**src/rtl/deconv_accum_buffer.sv**
```systemverilog
`default_nettype none
// +--------------------------------------------------------------------------+
// | Module      : deconv_accum_buffer                                        |
// | Description : Accumulates partial products from an upstream deconv2D     |
// |               engine into an N*K x N*K feature-map buffer, then drains   |
// |               the valid out_dim x out_dim region row-major through a     |
// |               ready/valid port. Draining zeroes each entry as it goes,   |
// |               and the final beat clears the rest of the buffer.          |
// | Option      : DECONV_ACC_SAT_EN -- if defined, accumulation saturates at |
// |               2^ACC_W-1. Otherwise it wraps. Overflow sets ovf in both.  |
// | Ports       : clk, rst        clock, synchronous active-high reset       |
// |               stride          deconv stride, latched on frame start      |
// |               in_valid/addr/data   partial-product input (no backpressure)|
// |               frame_last      end-of-contributions pulse                 |
// |               out_valid/ready/data/addr/last   drain stream              |
// |               busy            ACCUM or DRAIN active                      |
// |               ovf, drop       sticky overflow / discarded-beat flags     |
// | Revision    : 1.0  initial release                                       |
// +--------------------------------------------------------------------------+
module deconv_accum_buffer #(
  parameter  int N     = 2,
  parameter  int K     = 3,
  parameter  int ACC_W = 16,
  parameter  int AW    = $clog2(N*K*N*K),
  localparam int SW    = (K > 1) ? $clog2(K) : 1
) (
  input  logic             clk,
  input  logic             rst,
  input  logic [SW-1:0]    stride,
  input  logic             in_valid,
  input  logic [AW-1:0]    in_addr,
  input  logic [7:0]       in_data,
  input  logic             frame_last,
  output logic             out_valid,
  input  logic             out_ready,
  output logic [ACC_W-1:0] out_data,
  output logic [AW-1:0]    out_addr,
  output logic             out_last,
  output logic             busy,
  output logic             ovf,
  output logic             drop
);

  localparam int              DIM     = N*K;
  localparam int              DEPTH   = DIM*DIM;
  localparam int              CW      = $clog2(DIM+1);
  localparam logic [AW-1:0]   DIM_A   = AW'(DIM);
  localparam logic [AW:0]     DEPTH_A = (AW+1)'(DEPTH);

  typedef enum logic [1:0] {
    IDLE  = 2'd0,
    ACCUM = 2'd1,
    DRAIN = 2'd2
  } state_t;

  state_t             state_q, state_d;
  logic [ACC_W-1:0]   mem_q [DEPTH];
  logic [ACC_W-1:0]   mem_d [DEPTH];
  logic [CW-1:0]      row_q, row_d;
  logic [CW-1:0]      col_q, col_d;
  logic [CW-1:0]      out_dim_q, out_dim_d;
  logic               ovf_q, ovf_d;
  logic               drop_q, drop_d;

  logic               addr_ok;
  logic [AW-1:0]      acc_idx;
  logic [ACC_W:0]     sum;
  logic [AW-1:0]      scan_addr;
  logic               col_end;
  logic               row_end;
  logic               scan_end;
  int                 stride_eff;
  int                 dim_calc;

  // Scan position and end-of-row / end-of-frame detection.
  always_comb begin
    scan_addr = AW'(row_q) * DIM_A + AW'(col_q);
    col_end   = (col_q == out_dim_q - 1'b1);
    row_end   = (row_q == out_dim_q - 1'b1);
    scan_end  = col_end && row_end;
  end

  always_comb begin
    state_d   = state_q;
    mem_d     = mem_q;
    row_d     = row_q;
    col_d     = col_q;
    out_dim_d = out_dim_q;
    ovf_d     = ovf_q;
    drop_d    = drop_q;

    // Out-of-range addresses are steered to entry 0 for the read so the
    // adder never sees an undefined operand; the write is suppressed below.
    addr_ok = ({1'b0, in_addr} < DEPTH_A);
    acc_idx = addr_ok ? in_addr : '0;
    sum     = {1'b0, mem_q[acc_idx]} + (ACC_W+1)'(in_data);

    // A zero stride is treated as 1; the output extent never exceeds the buffer.
    stride_eff = (stride == '0) ? 1 : int'(stride);
    dim_calc   = (N - 1) * stride_eff + K;
    if (dim_calc > DIM) begin
      dim_calc = DIM;
    end

    // Read-modify-write in a single cycle straight off the register array,
    // so consecutive beats to one address chain without a hazard.
    if (in_valid && (state_q != DRAIN)) begin
      if (!addr_ok) begin
        drop_d = 1'b1;
      end else begin
        if (sum[ACC_W]) begin
          ovf_d = 1'b1;
        end
`ifdef DECONV_ACC_SAT_EN
        mem_d[acc_idx] = sum[ACC_W] ? {ACC_W{1'b1}} : sum[ACC_W-1:0];
`else
        mem_d[acc_idx] = sum[ACC_W-1:0];
`endif
      end
    end

    case (state_q)
      IDLE: begin
        if (in_valid) begin
          out_dim_d = CW'(dim_calc);
          state_d   = ACCUM;
        end
      end
      ACCUM: begin
        if (frame_last) begin
          row_d   = '0;
          col_d   = '0;
          state_d = DRAIN;
        end
      end
      DRAIN: begin
        if (in_valid) begin
          drop_d = 1'b1;
        end
        if (out_ready) begin
          mem_d[scan_addr] = '0;
          if (scan_end) begin
            // Clears any entries written outside the scanned region.
            for (int i = 0; i < DEPTH; i++) begin
              mem_d[i] = '0;
            end
            row_d   = '0;
            col_d   = '0;
            state_d = IDLE;
          end else if (col_end) begin
            col_d = '0;
            row_d = row_q + 1'b1;
          end else begin
            col_d = col_q + 1'b1;
          end
        end
      end
      default: begin
        state_d = IDLE;
      end
    endcase
  end

  always_ff @(posedge clk) begin
    if (rst) begin
      state_q   <= IDLE;
      mem_q     <= '{default: '0};
      row_q     <= '0;
      col_q     <= '0;
      out_dim_q <= '0;
      ovf_q     <= 1'b0;
      drop_q    <= 1'b0;
    end else begin
      state_q   <= state_d;
      mem_q     <= mem_d;
      row_q     <= row_d;
      col_q     <= col_d;
      out_dim_q <= out_dim_d;
      ovf_q     <= ovf_d;
      drop_q    <= drop_d;
    end
  end

  // Drain outputs depend only on registered state, so they stay stable
  // for as long as out_ready is held low.
  always_comb begin
    out_valid = (state_q == DRAIN);
    out_addr  = out_valid ? scan_addr : '0;
    out_data  = out_valid ? mem_q[scan_addr] : '0;
    out_last  = out_valid && scan_end;
    busy      = (state_q != IDLE);
    ovf       = ovf_q;
    drop      = drop_q;
  end

endmodule
`default_nettype wire

```
**config.mk**
```make
export PLATFORM = sky130hd
export DESIGN_NAME = deconv_accum_buffer
export DESIGN_NICKNAME = d
export VERILOG_FILES = /design/src/rtl/deconv_accum_buffer.sv
export SDC_FILE = /design/constraint.sdc
export NUM_CORES = 2
export LEC_CHECK = 0
export CAP_MARGIN = 40
export CORE_ASPECT_RATIO = 0.6
export CORE_UTILIZATION = 50
export CTS_CLUSTER_DIAMETER = 120
export DETAILED_ROUTE_END_ITERATION = 16
export PLACE_DENSITY = 0.72
export SLEW_MARGIN = 30
export SYNTH_ARGS = -nofsm -noshare
export SYNTH_HDL_FRONTEND = slang
export SYNTH_SLANG_ARGS = --single-unit
```
**constraint.sdc**
```tcl
create_clock -name clk -period 7.6 [get_ports clk]
set_clock_uncertainty 0.15 [all_clocks]
set_input_delay 0.76 -clock clk [delete_from_list [all_inputs] [get_ports clk]]
set_output_delay 0.76 -clock clk [all_outputs]
set_load 0.005 [all_outputs]
```
==> impl_results.md <==
- Worst-case clock buffer depth: 3
- Routed wire per std cell: 31.78 um
- Worst Path Class, Setup: register to output port
- Most frequent cell after synthesis: nand2_1
- Grt total ovfl: 0
- Boundary pin count: 48
- Crit path time final: 6.749 ns
- Multi-input logic area: 16,260 sq um
- Share of cells above drive strength 1: 9.639%
- CP Data Required Time: 6.69 ns
- Initial antenna violation count: 2
- CP Launch Type: register
- Yosys reg bits: 589
- Post-Layout Cell Count: 4,622
- Synth area leader: dfxtp_1
- Die X: 315.1 um
- DRT Wirelength: 146,900 um
- Worst Hold Path Cells: 2
- Sink Count: 589
- CTS buffer count: 55
- Post-CTS sizing: 0
- CTS tree: yes
- Fillers: 5,331
- Seq/Total Area, Yosys: 40.09%
- Ys async rst share: 0%
- R2R Path End: mem_q[140]
- Postcts setup bufs: 0
- Top cells by count, synth: nand2_1, dfxtp_1, nor2_1, a21oi_1, o22ai_1
- Dominant cells by area after synthesis: dfxtp_1, nand2_1, a21oi_1
- Setup_tns: 0 ns
- Synthesized Nets: 3,929
- Max IR drop VDD: 0.1605 mV
- Synth Area in XOR/XNOR: 0.8891%
- Reg2reg setup slack: 2.31 ns
- CORE AREA: 57,770 sq um
- Yosys cell types: 86
- Gate Count Post-Synth: 3,884
- Post-synthesis mux area share: 3.339%
- Static Leak: 11.11 nW
- DRT Pass-1 Iters: 14
- Hold wc startpoint: ovf
- DR iter-0 viols: 6,551
- Clk_lat worst skew: 0.66 ns
- NetSw: 3.381 mW
- Worst hold path class: register to register
- Simple-Gate Fraction of Synth Area: 20.41%
- Via/cell ratio: 7.179
- Global-route wire length before repair: 209,600 um
- Root Driver: clkbuf_16
- Slew Limit Fails: 0
- Port Buffers: 47
- Fin crit share: 88.80%
- Failing checks: DRC
- Internal Power: 5.795 mW
- Pwr dens: 277.4 nW/um^2
- Combinational Power Share: 32.1%
- GP Congestion: 1.055
- Slew @ Worst Pin: 0.9406 ns
- Hold endpoint: ovf
- WHS: 0.3151 ns
- Warnings from Yosys: 0
- Final hold violations: 0
- Outcome: complete, but fails checks
- RSZ-0062 raised after global routing: false
- Gr usage total: 47.70%
- Cell depth of the worst flop-to-flop path: 19
- Largest family of logic cells by synthesized area: compound AO/OA/AOI/OAI gates
- Slew HR: 37.29%
- Drt drc: 6
- Syn Area/Cell: 7.573 sq um
- Post-synth EDFFs: 0
- Synth Cell Area: 29,410 sq um
- Sequential Power Share: 34.4%
- Most used DFF post-synth: dfxtp_1
- Final setup viols: 0
- CTS clk-pin slew, worst paths: 0.07 ns
- # nets final: 3,850
- Antenna Nets Post-Route: 0
- Hpwl dp: 101,100 um
- Area Overhead vs Synth: 12.48%
- # H-tree levels: 2
- Post-synth top area share: 40.09%
- Compound-Gate Fraction of Synth Area: 28.85%
- Chip Height: 189.9 um
- Fmax: 0.1482 GHz
- Pin count of the biggest net entering global routing: 52
- Max_cap viols: 0
- Worst-path fanout max: 21
- DP Cell Count: 4,515
- CP endpoint kind: output port
- Initial Utilization: 50.91%
- Via count: 33,180
- Sw Ratio: 36.85%
- Post-synthesis adder-cell area fraction: 1.097%
- Vias in the first global route: 29,620
- Clock Power Share: 33.5%
- Reg-to-Reg Start: mem_q[97]
- Row Count: 68
- Die area: 59,830 sq um
- Post-CTS Hold Buffers: 0
- CP arrival: 5.84 ns
- Register area: 11,790 sq um
-- worst max-delay path by stage --
| stage | start | to | cells after the start |
|---|---|---|---|
| after floorplan | in_addr[1] | mem_q[11] | 23 |
| after global placement | in_addr[2] | mem_q[348] | 19 |
| after detailed placement | in_addr[2] | mem_q[252] | 21 |
| after CTS | row_q[1] | out_data[0] | 11 |
| after global routing | row_q[1] | out_data[0] | 11 |
| final | row_q[1] | out_data[7] | 11 |
-- power groups by stage --
stage          logic [mW]  clock network [mW]  registers (mW)
2_1_floorplan        1.65                   0            3.21
3_3_place_gp         2.72                   0            3.23
3_5_place_dp         2.72                   0            3.23
4_1_cts              2.74                3.06            3.16
5_1_grt              2.95                3.19            3.16
6_report             2.94                3.08            3.16
-- critical path, cell delays in order (launching register included) --
cell             delay [ns]
dfxtp_1                0.37
ha_1                   0.35
inv_1                  0.06
fa_1                   0.83
nand3b_1               0.52
buf_4                  0.51
buf_4                  0.43
o22ai_1                0.15
nor4_1                 0.49
o22ai_1                0.17
nor4_1                 0.64
clkdlybuf4s50_1        0.64
-- metal layers --
layer	global-route usage [%]	part of all wire (%)	vias to the layer above
met4	21.38	5.8	4
li1	-	-	13930
met1	67.03	39	15320
met5	1.299	0.016	-
met3	22.14	20	658
met2	60.38	36	3267
-- cell usage in the layout, fill, tap and decap left out, types with 19 or more instances in the layout --
| cell | netlist | routed |
|---|---|---|
| buf_4 | 4 | 171 |
| mux2i_1 | 52 | 52 |
| a221oi_1 | 35 | 35 |
| dfxtp_1 | 589 | 589 |
| o22ai_1 | 348 | 348 |
| o21ai_1 | 37 | 35 |
| a31oi_1 | 19 | 19 |
| a211oi_1 | 229 | 229 |
| a21oi_1 | 443 | 442 |
| inv_1 | 22 | 22 |
| clkdlybuf4s50_1 | 0 | 45 |
| o221ai_1 | 28 | 28 |
| nand3_1 | 24 | 21 |
| nor4_1 | 79 | 77 |
| ha_1 | 21 | 21 |
| nand2_1 | 687 | 685 |
| nor3_1 | 32 | 31 |
| mux2_2 | 23 | 23 |
| o21ai_0 | 63 | 62 |
| clkbuf_16 | 0 | 57 |
| nor2_1 | 494 | 489 |
-- stage by stage --
stage	instance area, sq um	setup WS [ns]	util, %	power (mW)
after floorplan	29410	1.878	-	4.858
after global placement	30960	0.9672	53.60	5.942
after detailed placement	31090	0.8193	53.82	5.951
after CTS	33040	1.251	57.19	8.953
after global routing	33080	0.9033	57.25	9.296
final	33080	0.8512	57.27	9.176
-- registers in the layout, summed over array words and instances, names as in the netlist, named ones only --
signal     cells
ovf            1
row_q          3
col_q          3
mem_q        576
state_q        2
out_dim_q      3
-- kinds of logic after synthesis --
| group | after synthesis |
|---|---|
| flops | 589 |
| mux | 84 |
| fa+ha+maj | 24 |
| compound gates | 1338 |
| buf+inv | 396 |
| simple gates | 1424 |
| xor+xnor | 29 |
-- cell type report --
class	count	share of cell area (%)
Antenna cell	3	0.02269
Clock buffer	86	5.125
Clock inverter	15	0.7640
Inverter	25	0.2837
Multi-Input combinational cell	2899	49.14
Sequential cell	589	35.64
Tap cell	770	2.912
Timing Repair Buffer	235	6.108
(Power assumes the default switching activity.)
